File: src/rtl/dec_entry.sv
// Signed decimal number entry: turns debounced keypad pulses into an 8-bit two's-complement
// value, shows it live, and hands committed values downstream over a valid/ack handshake.
module dec_entry #(
  parameter int unsigned MAX_DIGITS     = 3,
  parameter int unsigned TIMEOUT_CLOCKS = 250000000
) (
  input  logic       Clock,
  input  logic       Reset,
  input  logic [3:0] DigitIn,
  input  logic       DigitPress,
  input  logic       SignPress,
  input  logic       EnterPress,
  input  logic       ClearPress,
  input  logic       DataAck,
  output logic [7:0] EntryValue,
  output logic [1:0] EntryCount,
  output logic       Error,
  output logic [7:0] DataOut,
  output logic       DataValid
);

  localparam bit          TimeoutEn = (TIMEOUT_CLOCKS != 0);
  localparam int unsigned TimerW    = TimeoutEn ? $clog2(64'(TIMEOUT_CLOCKS) + 64'd1) : 1;
  localparam logic [TimerW-1:0] TimerLast = TimerW'(TIMEOUT_CLOCKS - 1);
  localparam logic [1:0]        MaxCount  = 2'(MAX_DIGITS);

  typedef enum logic [1:0] {StEmpty, StEntry, StPending, StError} state_e;

  state_e            state_q, state_d;
  logic [7:0]        mag_q, mag_d;
  logic              sign_q, sign_d;
  logic [1:0]        count_q, count_d;
  logic [TimerW-1:0] timer_q, timer_d;
  logic [7:0]        entry_value_q, entry_value_d;
  logic [1:0]        entry_count_q, entry_count_d;
  logic              error_q, error_d;
  logic [7:0]        data_out_q, data_out_d;
  logic              data_valid_q, data_valid_d;

  logic [10:0] next_mag;
  logic [10:0] limit;
  logic        digit_ok;
  logic        timeout;
  logic        accepted;
  logic [7:0]  cur_signed;
  logic [7:0]  next_signed;

  always_comb begin
    state_d      = state_q;
    mag_d        = mag_q;
    sign_d       = sign_q;
    count_d      = count_q;
    data_out_d   = data_out_q;
    data_valid_d = data_valid_q;
    accepted     = 1'b0;

    // Full 11-bit product so an overflowing entry is caught rather than wrapped.
    next_mag   = {3'b000, mag_q} * 11'd10 + {7'b0000000, DigitIn};
    limit      = sign_q ? 11'd128 : 11'd127;
    digit_ok   = (DigitIn <= 4'd9) && (count_q < MaxCount) && (next_mag <= limit);
    timeout    = TimeoutEn && (state_q inside {StEntry, StError}) && (timer_q == TimerLast);
    cur_signed = sign_q ? (~mag_q + 8'd1) : mag_q;

    unique case (state_q)
      StEmpty: begin
        if (!ClearPress && !EnterPress) begin
          if (SignPress) begin
            sign_d   = 1'b1;
            state_d  = StEntry;
            accepted = 1'b1;
          end else if (DigitPress) begin
            accepted = 1'b1;
            if (digit_ok) begin
              mag_d   = next_mag[7:0];
              count_d = count_q + 2'd1;
              state_d = StEntry;
            end else begin
              state_d = StError;
            end
          end
        end
      end
      StEntry: begin
        if (timeout || ClearPress) begin
          state_d  = StEmpty;
          accepted = ClearPress;
        end else if (EnterPress) begin
          data_out_d   = cur_signed;
          data_valid_d = 1'b1;
          state_d      = StPending;
          accepted     = 1'b1;
        end else if (SignPress) begin
          accepted = 1'b1;
          // -128 has no positive counterpart in eight bits.
          if (sign_q && (mag_q == 8'd128)) begin
            state_d = StError;
          end else begin
            sign_d = ~sign_q;
          end
        end else if (DigitPress) begin
          accepted = 1'b1;
          if (digit_ok) begin
            mag_d   = next_mag[7:0];
            count_d = count_q + 2'd1;
          end else begin
            state_d = StError;
          end
        end
      end
      StPending: begin
        if (DataAck) begin
          data_valid_d = 1'b0;
          state_d      = StEmpty;
        end
      end
      StError: begin
        if (timeout || ClearPress) begin
          state_d  = StEmpty;
          accepted = ClearPress;
        end
      end
      default: state_d = StEmpty;
    endcase

    if (state_d != StEntry) begin
      mag_d   = 8'd0;
      sign_d  = 1'b0;
      count_d = 2'd0;
    end

    if (!TimeoutEn || accepted || (state_d != state_q) ||
        !(state_d inside {StEntry, StError})) begin
      timer_d = '0;
    end else begin
      timer_d = timer_q + TimerW'(1);
    end

    next_signed   = sign_d ? (~mag_d + 8'd1) : mag_d;
    entry_value_d = (state_d == StEntry) ? next_signed : 8'd0;
    entry_count_d = (state_d == StEntry) ? count_d : 2'd0;
    error_d       = (state_d == StError);
  end

  always_ff @(posedge Clock or posedge Reset) begin
    if (Reset) begin
      state_q       <= StEmpty;
      mag_q         <= 8'd0;
      sign_q        <= 1'b0;
      count_q       <= 2'd0;
      timer_q       <= '0;
      entry_value_q <= 8'd0;
      entry_count_q <= 2'd0;
      error_q       <= 1'b0;
      data_out_q    <= 8'd0;
      data_valid_q  <= 1'b0;
    end else begin
      state_q       <= state_d;
      mag_q         <= mag_d;
      sign_q        <= sign_d;
      count_q       <= count_d;
      timer_q       <= timer_d;
      entry_value_q <= entry_value_d;
      entry_count_q <= entry_count_d;
      error_q       <= error_d;
      data_out_q    <= data_out_d;
      data_valid_q  <= data_valid_d;
    end
  end

  assign EntryValue = entry_value_q;
  assign EntryCount = entry_count_q;
  assign Error      = error_q;
  assign DataOut    = data_out_q;
  assign DataValid  = data_valid_q;

endmodule

File: config.mk
export PLATFORM = sky130hd
export DESIGN_NAME = dec_entry
export DESIGN_NICKNAME = d
export VERILOG_FILES = /design/src/rtl/dec_entry.sv
export SDC_FILE = /design/constraint.sdc
export NUM_CORES = 1
export LEC_CHECK = 0
export BUFFER_PORTS_ARGS = -buffer_cell sky130_fd_sc_hd__buf_2
export CAP_MARGIN = 20
export CORE_UTILIZATION = 47
export DETAILED_ROUTE_END_ITERATION = 6
export GPL_ROUTABILITY_DRIVEN = 0
export PLACE_DENSITY_LB_ADDON = 0.25
export SLEW_MARGIN = 20
export SYNTH_ARGS = -nofsm -noshare
export SYNTH_HDL_FRONTEND = slang
export SYNTH_SLANG_ARGS = --single-unit
File: constraint.sdc
create_clock -name Clock -period 8.8 [get_ports Clock]
set_input_delay 1.76 -clock Clock [delete_from_list [all_inputs] [get_ports Clock]]
set_output_delay 1.76 -clock Clock [all_outputs]
set_load 0.1 [all_outputs]
==> results of run 1 <==
[cells in the final DEF (no fill, tap or decap), types with 4 or more instances in the layout]
| cell type | n |
|---|---|
| nor2_1 | 71 |
| dfrtp_1 | 58 |
| buf_2 | 30 |
| xor2_1 | 28 |
| ha_1 | 27 |
| nand2_1 | 24 |
| a21oi_1 | 22 |
| o21ai_0 | 16 |
| xnor2_1 | 15 |
| nand3_1 | 14 |
| inv_1 | 13 |
| clkbuf_8 | 10 |
| and3_1 | 9 |
| nor3_1 | 8 |
| nand4_1 | 7 |
| a211oi_1 | 6 |
| mux2i_1 | 6 |
| or2_2 | 5 |
| or3_1 | 5 |
| a21o_1 | 4 |
| mux2_2 | 4 |
| buf_4 | 4 |
[worst max path at each step]
stage               depth (start not counted)            end  slack [ns]
global route                               19  EntryValue[6]        2.76
CTS                                        19  EntryValue[6]        3.02
floorplan                                  19  EntryValue[4]        3.01
finish                                     19  EntryValue[6]        3.00
global placement                           19  EntryValue[6]        2.80
detailed placement                         19  EntryValue[6]        2.66
[logic make-up (layout without fill, tap and decap cells)]
| logic type | count (synthesis) | count (layout) | share of synthesized area (%) |
|---|---|---|---|
| muxes | 10 | 10 | 2.69 |
| AOI/OAI and AO/OA | 84 | 84 | 14.8 |
| adders and majority gates | 29 | 29 | 9.66 |
| and+or+nand+nor | 172 | 172 | 22.9 |
| DFF | 58 | 58 | 37.1 |
| buffers and inverters | 26 | 65 | 2.82 |
| xor gates and xnor gates | 44 | 44 | 10.0 |
[Yosys cell counts (4+ instances only)]
cell type,n,area share [%]
xnor2_1,15,3.4
a21oi_1,22,2.8
clkbuf_1,8,0.77
inv_1,14,1.3
mux2i_1,6,1.5
nand4_1,7,1.1
or2_2,5,0.80
a211oi_1,6,1.2
nand3_1,14,1.8
and3_1,9,1.4
or3_1,5,0.80
mux2_2,4,1.2
nor3_1,8,1.0
nor2_1,71,6.8
xor2_1,28,6.3
nand2_1,24,2.3
ha_1,27,8.6
o21ai_0,16,2.0
a21o_1,4,0.77
dfrtp_1,58,37
[state kept, by name, indices dropped and copies added (netlist names)]
register    cells
EntryValue      7
DataOut         8
DataValid       1
mag_q           8
count_q         2
state_q         2
sign_q          1
Error           1
timer_q        28
[routing by layer]
metal	routed length, um	GRT usage [%]	up-vias
li1	-	-	1584
met1	4290	31.7	1476
met2	3780	31.7	81
met3	404	4.23	11
met4	86	8.59	0
met5	0	0	-
[critical path, stage by stage]
cell and delay (ns):
buf_2 0.10, ha_1 0.34, o211ai_1 0.11, or3_4 0.40, and2_2 0.21, ha_1 0.31, nand4_1 0.11, or2_2 0.32
a211oi_1 0.23, o21ai_1 0.11, nand4b_4 0.23, or4_4 0.57, nor2_1 0.14, mux2i_1 0.11, or2_2 0.31, ha_1 0.23
a31oi_1 0.19, xor2_1 0.18, nor2_1 0.06
[power by group through the flow]
stage               Sequential, mW  Clock (mW)  Combinational, mW
floorplan                    0.375           0             0.0571
global placement             0.296           0              0.167
detailed placement           0.296           0              0.168
CTS                          0.291       0.252              0.168
global route                 0.293       0.265              0.179
finish                       0.291       0.244              0.168
[layout make-up]
cell class | instances | area (um^2)
multi-input cells | 339 | 2350
well taps | 102 | 128
clock buffers | 11 | 141
fillers | 701 | 3530
repair buffers | 34 | 180
clock inverters | 5 | 53.8
inverters | 15 | 56.3
flip-flops and latches | 58 | 1450
==> run metrics, run 1 <==
row cnt 32; combinational share of power 23.9%; routed wire length 8560 um; minimum clock period 5.80 ns; Max Freq 172 MHz; later-pin clock latency in the skew report 0.34 ns; r2r endpoint EntryValue[6]; Ant. Diodes 0; hold buffer count at cts 0; switching power total 0.252 mW; Crit Path Category primary input to register; Cells after DPL 548; Net Sw Frac 35.8%; Num CTS Buffers 9; layout cell share with drive strength beyond 1 16.0%; final hold vios 0; FFs w/ async S/R, synth 100%; Main synth FF type dfrtp_1; GRT Total Usage 21.8%; dpl ws 2.66 ns; core area 7890 um^2; Area growth syn-to-layout 11.5%; Post-synth EDFFs 0; H-tree levels 3; sequential-to-total area share from yosys stat 37.1%; Worst R2R Start mag_q[1]; Int Power 0.451 mW; total grt overflow 0; PnR worst setup slack 3.00 ns; Seq pwr share 41.4%; run status finished, final reports clean; R2R cell count 20; fin area 4360 um^2; initial antenna violation count 0; PostCTS Resize Cnt 0; clock skew 0.00943 ns; Mapped Nets 463; Hold Crit Endpoint timer_q[0]; Clock power frac 34.7%; max_slew headroom 52.2%; hpwl dp 6230 um; Mapped Cells 423; wire per inst 15.2 um; Critical Path End Type register; synthesized area 3910 um^2; hold depth 1; final setup violation count 0; Hold Path Class register to register; Die H 93.2 um; dpl cell area 4160 um^2; crit path DAT 6.02 ns; Setup TNS 0 ns; Pre-antenna DRT Iters 7; Hold Startpoint timer_q[0]; CP Data Required Time 9.02 ns; drt initial violations 191; Chip Width 93.2 um; Antenna Nets Post-Route 0; post-layout util 55.3%; TritonCTS clock tree done; worst-margin pin slew 0.717 ns; Slew Viols, Final 0; WHS 0.492 ns; Critical Path Fanout Max 8; Longest Clk Path Bufs 2; Via density 5.59; YS warnings 0; I/O pins 31; PortBufs 30; Total Die Area 8690 um^2; first-pass GRT wire length 14600 um; Layout Nets 497; Post-Layout Cell Count 564; Static Leak 1.97 nW; clock tree root driver cell clkbuf_8; Tot Pwr 0.703 mW; Post-CTS Setup Bufs 0; Yosys reg bits 58; largest net degree at the start of global routing 59; syn_area_per_cell 9.24 um^2; Synth cell types 66; number of global-route vias before repair 3077; pwr/cell area 161 nW/um^2; Final period util 65.9%; Initial Util 49.6%; Max VDD drop 0.0816 mV; Clock transition at path regs 0.06 ns; DRC 0; total number of vias 3152; RSZ-0062 raised after global routing false; flop-to-flop setup slack 3.17 ns; startpoint class of the critical path primary input; # Max-Cap Violations 0; Num Clock Sinks 58; Critical Path Start DigitIn[3]
Power figures use the tool's default switching activity.
==> run 2: changes to the inputs <==
- ABC_AREA: unset -> 1
- clock period: 8.8 -> 5.1 ns (I/O delays scaled with it)
==> run metrics, run 2 <==
Static Leak 2.53 nW (was 1.97 nW); largest net degree at the start of global routing 59 (unchanged); synthesized area 4330 um^2 (was 3910 um^2); Area growth syn-to-layout 13.3% (was 11.5%); run status finished with violations (was finished, final reports clean); Most common cell on crit path nand2_1 (was ha_1); core area 8810 um^2 (was 7890 um^2); worst-margin pin slew 0.943 ns (was 0.717 ns); syn_area_per_cell 7.25 um^2 (was 9.24 um^2); share of the synthesized area in the top cell type 33.5% (was 37.1%); Worst R2R Start mag_q[2] (was mag_q[1]); Total Die Area 9590 um^2 (was 8690 um^2); Setup crit end EntryValue[4] (was EntryValue[6]); Longest Clk Path Bufs 2 (unchanged); CP max stage cell fa_2 (was or4_4); drt initial violations 284 (was 191); Mapped Nets 637 (was 463); Mapped Cells 597 (was 423); max FFs per register 28 (unchanged); initial antenna violation count 0 (unchanged); pwr/cell area 399 nW/um^2 (was 161 nW/um^2); top cells by area, synth dfrtp_1 34%, nand2_1 11%, ha_1 7.8% (was dfrtp_1 37%, ha_1 8.6%, nor2_1 6.8%); final hold vios 0 (unchanged); failing checks DRC; Critical Path Fanout Max 6 (was 8); mux cell area share after synthesis 0% (was 2.69%); post-synthesis compound-gate area fraction 11.8% (was 14.8%); Simple-Gate Fraction of Synth Area 32.5% (was 22.9%); PortBufs 30 (unchanged); Pre-antenna DRT Iters 7 (unchanged); # Max-Cap Violations 0 (unchanged); Critical Path End Type register (unchanged); later-pin clock latency in the skew report 0.34 ns (about the same); Int Power 1.01 mW (was 0.451 mW); largest reg by FF count timer_q (unchanged); adder-cell share of the synthesized area 8.73% (was 9.66%); switching power total 0.941 mW (was 0.252 mW); most frequent cells in the layout 130 x nand2_1, 87 x inv_1, 58 x nor2_1, 57 x dfrtp_1, 36 x a21oi_1 (was 71 x nor2_1, 58 x dfrtp_1, 30 x buf_2, 28 x xor2_1, 27 x ha_1); number of global-route vias before repair 3849 (was 3077); TritonCTS clock tree done (unchanged); Initial Util 49.1% (was 49.6%); total number of vias 4119 (was 3152); H-tree levels 3 (unchanged); wire per inst 14.3 um (was 15.2 um); r2r endpoint EntryValue[4] (was EntryValue[6]); Worst path max stage delay 0.49 ns (was 0.57 ns); routed wire length 10800 um (was 8560 um); R2R cell count 33 (was 20); post-layout util 55.7% (was 55.3%); dpl ws 0.220 ns (was 2.66 ns); sequential-to-total area share from yosys stat 33.5% (was 37.1%); Net Sw Frac 48.2% (was 35.8%); I/O pins 31 (unchanged); Max Freq 214 MHz; Crit Path Category register to register (was primary input to register); XOR/XNOR share of the synthesized area 4.02% (was 10.0%); Main synth FF type dfrtp_1 (unchanged); flop-to-flop setup slack 0.43 ns (was 3.17 ns); layout cell share with drive strength beyond 1 15.5% (was 16.0%); DRC 2 (was 0); startpoint class of the critical path register (was primary input); cell accounting for the most synthesized area dfrtp_1 (unchanged); FFs w/ async S/R, synth 100% (unchanged); minimum clock period 4.67 ns; Critical Path Start mag_q[2] (was DigitIn[3]); GRT Total Usage 23.5% (was 21.8%); Chip Width 97.9 um (was 93.2 um); Ant. Diodes 0 (unchanged); hpwl dp 7970 um (was 6230 um); Max VDD drop 0.219 mV (was 0.0816 mV); Antenna Nets Post-Route 0 (unchanged); crit path DAT 4.90 ns (was 6.02 ns); Top delay family on crit path simple AND/OR/NAND/NOR gates (unchanged); Clock transition at path regs 0.07 ns (was 0.06 ns); Final period util 91.6%; max_slew headroom 37.0% (was 52.2%); Slew Viols, Final 0 (unchanged); Worst path depth 33 (was 19); PnR worst setup slack 0.427 ns (was 3.00 ns); combinational share of power 48.9% (was 23.9%); Die H 97.9 um (was 93.2 um); total grt overflow 0 (unchanged); WP buf/inv 4 (was 1); CP Data Required Time 5.32 ns (was 9.02 ns); first-pass GRT wire length 18100 um (was 14600 um); Post-synth EDFFs 0 (unchanged); row cnt 34 (was 32); count leader, synth nand2_1 (was nor2_1); Num Clock Sinks 58 (unchanged); Layout Nets 679 (was 497); Commonest cells post-synth 132 x nand2_1, 88 x inv_1, 58 x dfrtp_1, 58 x nor2_1, 37 x a21oi_1 (was 71 x nor2_1, 58 x dfrtp_1, 28 x xor2_1, 27 x ha_1, 24 x nand2_1); clock tree root driver cell clkbuf_8 (unchanged); Via density 5.48 (was 5.59); # fillers 848 (was 701); final setup violation count 0 (unchanged); Num CTS Buffers 9 (unchanged); Yosys reg bits 58 (unchanged); YS warnings 0 (unchanged); Synth cell types 45 (was 66); largest family of logic cells by synthesized area simple AND/OR/NAND/NOR gates (unchanged); Seq pwr share 28.7% (was 41.4%); clock skew 0.00512 ns (was 0.00943 ns); Clock power frac 22.4% (was 34.7%); leading cell type in the layout, fill and taps excluded nand2_1 (was nor2_1); Hold Path Class register to register (unchanged)
run 2: layout make-up:
cell class | instances | area, um^2 | area share (%)
Tap cell | 108 | 135 | 2.76
Timing Repair Buffer | 43 | 248 | 5.05
Sequential cell | 58 | 1450 | 29.6
Clock inverter | 4 | 50.0 | 1.02
Clock buffer | 12 | 155 | 3.16
Inverter | 90 | 338 | 6.89
Multi-Input combinational cell | 437 | 2520 | 51.5
run 2: worst min path at each step:
stage | from | endpoint | slack [ns] | cells past startpoint
2_1_floorplan | timer_q[0] | timer_q[0] | 0.43 | 1
3_3_place_gp | timer_q[0] | timer_q[0] | 0.45 | 1
3_5_place_dp | timer_q[0] | timer_q[0] | 0.46 | 1
4_1_cts | timer_q[0] | timer_q[0] | 0.47 | 1
5_1_grt | timer_q[0] | timer_q[0] | 0.49 | 1
6_report | timer_q[0] | timer_q[0] | 0.47 | 1
run 2: repair_timing:
item | CTS | global route
resized for setup | 0 | 10
setup endpoints to repair | 0 | 7
endpoints found under the hold margin | 0 | 0
setup buffers | 0 | 6
hold buffers | 0 | 0
run 2: per-stage QoR:
| step | hold slack [ns] | cell area, um^2 | cells | setup TNS (ns) | total power, mW |
|---|---|---|---|---|---|
| after global routing | 0.491 | 4900 | 752 | -0.000846 | 2.08 |
| after global placement | 0.453 | 4600 | 729 | 0 | 1.45 |
| final | 0.473 | 4900 | 752 | 0 | 1.95 |
| after floorplan | 0.433 | 4330 | 597 | 0 | 1.30 |
| after detailed placement | 0.461 | 4600 | 729 | 0 | 1.47 |
| after CTS | 0.470 | 4800 | 745 | 0 | 1.92 |
run 2: per-layer routing:
metal | routed length (um) | GRT usage (%)
met1 | 5280 | 33.1
met2 | 4630 | 35.4
met3 | 621 | 5.01
met4 | 260 | 8.74
met5 | 0 | 0
run 2: kinds of logic after synthesis:
group | after synthesis
buffers and inverters | 103
XOR/XNOR | 19
adder cells (fa/ha/maj) | 29
AND/OR/NAND/NOR | 300
AO/OA/AOI/OAI | 88
flip-flops | 58
run 2: power by group through the flow:
| stage | sequential [mW] | combinational [mW] | clock, mW |
|---|---|---|---|
| 3_3_place_gp | 0.565 | 0.883 | 0 |
| 6_report | 0.561 | 0.955 | 0.438 |
| 5_1_grt | 0.568 | 1.03 | 0.475 |
| 2_1_floorplan | 0.832 | 0.465 | 0 |
| 3_5_place_dp | 0.568 | 0.901 | 0 |
| 4_1_cts | 0.560 | 0.905 | 0.451 |
==> run 3: changes to the inputs <==
- GPL_TIMING_DRIVEN: unset -> 0
==> run metrics, run 3 (synthesis gave the netlist of run 2 again) <==
Clock transition at path regs 0.07 ns (about the same); Final period util 94.3% (was 91.6%); Pre-antenna DRT Iters 7 (unchanged); WL met3 720 um (was 621 um); PnR worst setup slack 0.292 ns (was 0.427 ns); Ant. Diodes 0 (unchanged); number of global-route vias before repair 3817 (was 3849); Layout Nets 686 (was 679); Antenna Nets Post-Route 0 (unchanged); Longest Clk Path Bufs 2 (unchanged); Slew Viols, Final 0 (unchanged); final hold vios 0 (unchanged); layout cell share with drive strength beyond 1 16.1% (was 15.5%); startpoint class of the critical path register (unchanged); dpl ws 0.121 ns (was 0.220 ns); Top Layer Used met4 (unchanged); Die H 97.9 um (unchanged); hold buffer count at cts 0 (unchanged); DRC 2 (unchanged); pwr/cell area 389 nW/um^2 (was 399 nW/um^2); Chip Width 97.9 um (unchanged); run status finished with violations (unchanged); routed wire length 10600 um (was 10800 um); # fillers 837 (was 848); wire per inst 14.0 um (was 14.3 um); Tot Pwr 1.91 mW (was 1.95 mW); largest reg by FF count timer_q (unchanged); Hold Crit Endpoint timer_q[0] (unchanged); max FFs per register 28 (unchanged); Total Die Area 9590 um^2 (unchanged); hold depth 1 (unchanged); worst-margin pin slew 0.699 ns (was 0.943 ns); row cnt 34 (unchanged); initial antenna violation count 0 (unchanged); R2R cell count 34 (was 33); Max VDD drop 0.218 mV (was 0.219 mV); Most common cell on crit path nand2_1 (unchanged); Cells after DPL 735 (was 729); TritonCTS clock tree done (unchanged); max_slew headroom 53.4% (was 37.0%); crit path DAT 5.07 ns (was 4.90 ns); PortBufs 30 (unchanged); first-pass GRT wire length 18000 um (was 18100 um); Post-Layout Cell Count 759 (was 752); Max Freq 208 MHz (was 214 MHz); Hold Path Class register to register (unchanged); flop-to-flop setup slack 0.29 ns (was 0.43 ns); GRT Total Usage 23.4% (was 23.5%); Num Clock Sinks 58 (unchanged); I/O pins 31 (unchanged); total number of vias 4111 (was 4119); leading cell type in the layout, fill and taps excluded nand2_1 (unchanged); Setup TNS 0 ns (unchanged); Worst R2R Start mag_q[1] (was mag_q[2]); Initial Util 49.1% (unchanged); Static Leak 2.52 nW (was 2.53 nW); largest net degree at the start of global routing 59 (unchanged); Worst path max stage delay 0.52 ns (was 0.49 ns); WHS 0.466 ns (was 0.473 ns); failing checks DRC (unchanged); Via density 5.42 (was 5.48); clock skew 0.00934 ns (was 0.00512 ns); DRT met1 WL 5130 um (was 5280 um); drt initial violations 336 (was 284); final setup violation count 0 (unchanged); most frequent cells in the layout 130 x nand2_1, 87 x inv_1, 57 x nor2_1, 56 x dfrtp_1, 36 x a21oi_1 (was 130 x nand2_1, 87 x inv_1, 58 x nor2_1, 57 x dfrtp_1, 36 x a21oi_1); Num CTS Buffers 9 (unchanged); dpl cell area 4610 um^2 (was 4600 um^2); met2 WL 4600 um (was 4630 um); r2r endpoint EntryValue[6] (was EntryValue[4]); Critical Path End Type register (unchanged); clock tree root driver cell clkbuf_8 (unchanged); # Max-Cap Violations 0 (unchanged); CP max stage cell fa_2 (unchanged); fin area 4920 um^2 (was 4900 um^2); H-tree levels 3 (unchanged); Hold Startpoint timer_q[0] (unchanged); total grt overflow 0 (unchanged); hpwl dp 7780 um (was 7970 um); minimum clock period 4.81 ns (was 4.67 ns); post-layout util 55.8% (was 55.7%); Area growth syn-to-layout 13.6% (was 13.3%); core area 8810 um^2 (unchanged); Critical Path Fanout Max 6 (unchanged); CP Data Required Time 5.36 ns (was 5.32 ns); later-pin clock latency in the skew report 0.36 ns (was 0.34 ns); Crit Path Category register to register (unchanged)
## run 3: area by class of cell
cell class / count / area [um^2] / area share [%]
Inverter: 90 / 340 / 6.92
Sequential cell: 58 / 1450 / 29.6
Clock buffer: 11 / 141 / 2.88
Tap cell: 108 / 135 / 2.75
Buffer: 13 / 66.3 / 1.35
Multi-Input combinational cell: 436 / 2530 / 51.4
Clock inverter: 5 / 40.0 / 0.814
Timing Repair Buffer: 38 / 210 / 4.28
## run 3: where the power goes
group / total, mW / internal, mW / leakage (nW) / switching, mW
Sequential: 0.560 / 0.513 / 0.799 / 0.0470
Combinational: 0.964 / 0.254 / 1.64 / 0.710
Clock: 0.388 / 0.191 / 0.0818 / 0.197
## run 3: timing repair
| action | in CTS | in global routing |
|---|---|---|
| setup endpoints to repair | 0 | 7 |
| setup buffers | 0 | 8 |
| resized for setup | 0 | 15 |
## run 3: worst max-delay path: cells and delay by family, from the launching register on
kind | cells | cell delay [ns]
AO/OA/AOI/OAI | 4 | 0.51
adder cells (fa/ha/maj) | 5 | 1.43
buffers and inverters | 5 | 0.28
flip-flops | 1 | 0.48
AND/OR/NAND/NOR | 20 | 2.03
## run 3: routing by layer
metal | track usage [%] | up-vias
met3 | 5.80 | 17
li1 | - | 2056
met2 | 34.7 | 123
met1 | 33.4 | 1915
met5 | 0 | -
met4 | 7.23 | 0
## run 3: worst max path at each step
| stage | to | from | slack (ns) | depth (start not counted) |
|---|---|---|---|---|
| floorplan | EntryValue[4] | mag_q[1] | 0.74 | 33 |
| global placement | EntryValue[6] | DigitIn[1] | 0.19 | 31 |
| detailed placement | EntryValue[6] | mag_q[1] | 0.12 | 34 |
| CTS | EntryValue[6] | mag_q[1] | 0.1 | 34 |
| global route | EntryValue[6] | mag_q[1] | -0.10 | 34 |
| finish | EntryValue[6] | mag_q[1] | 0.29 | 34 |
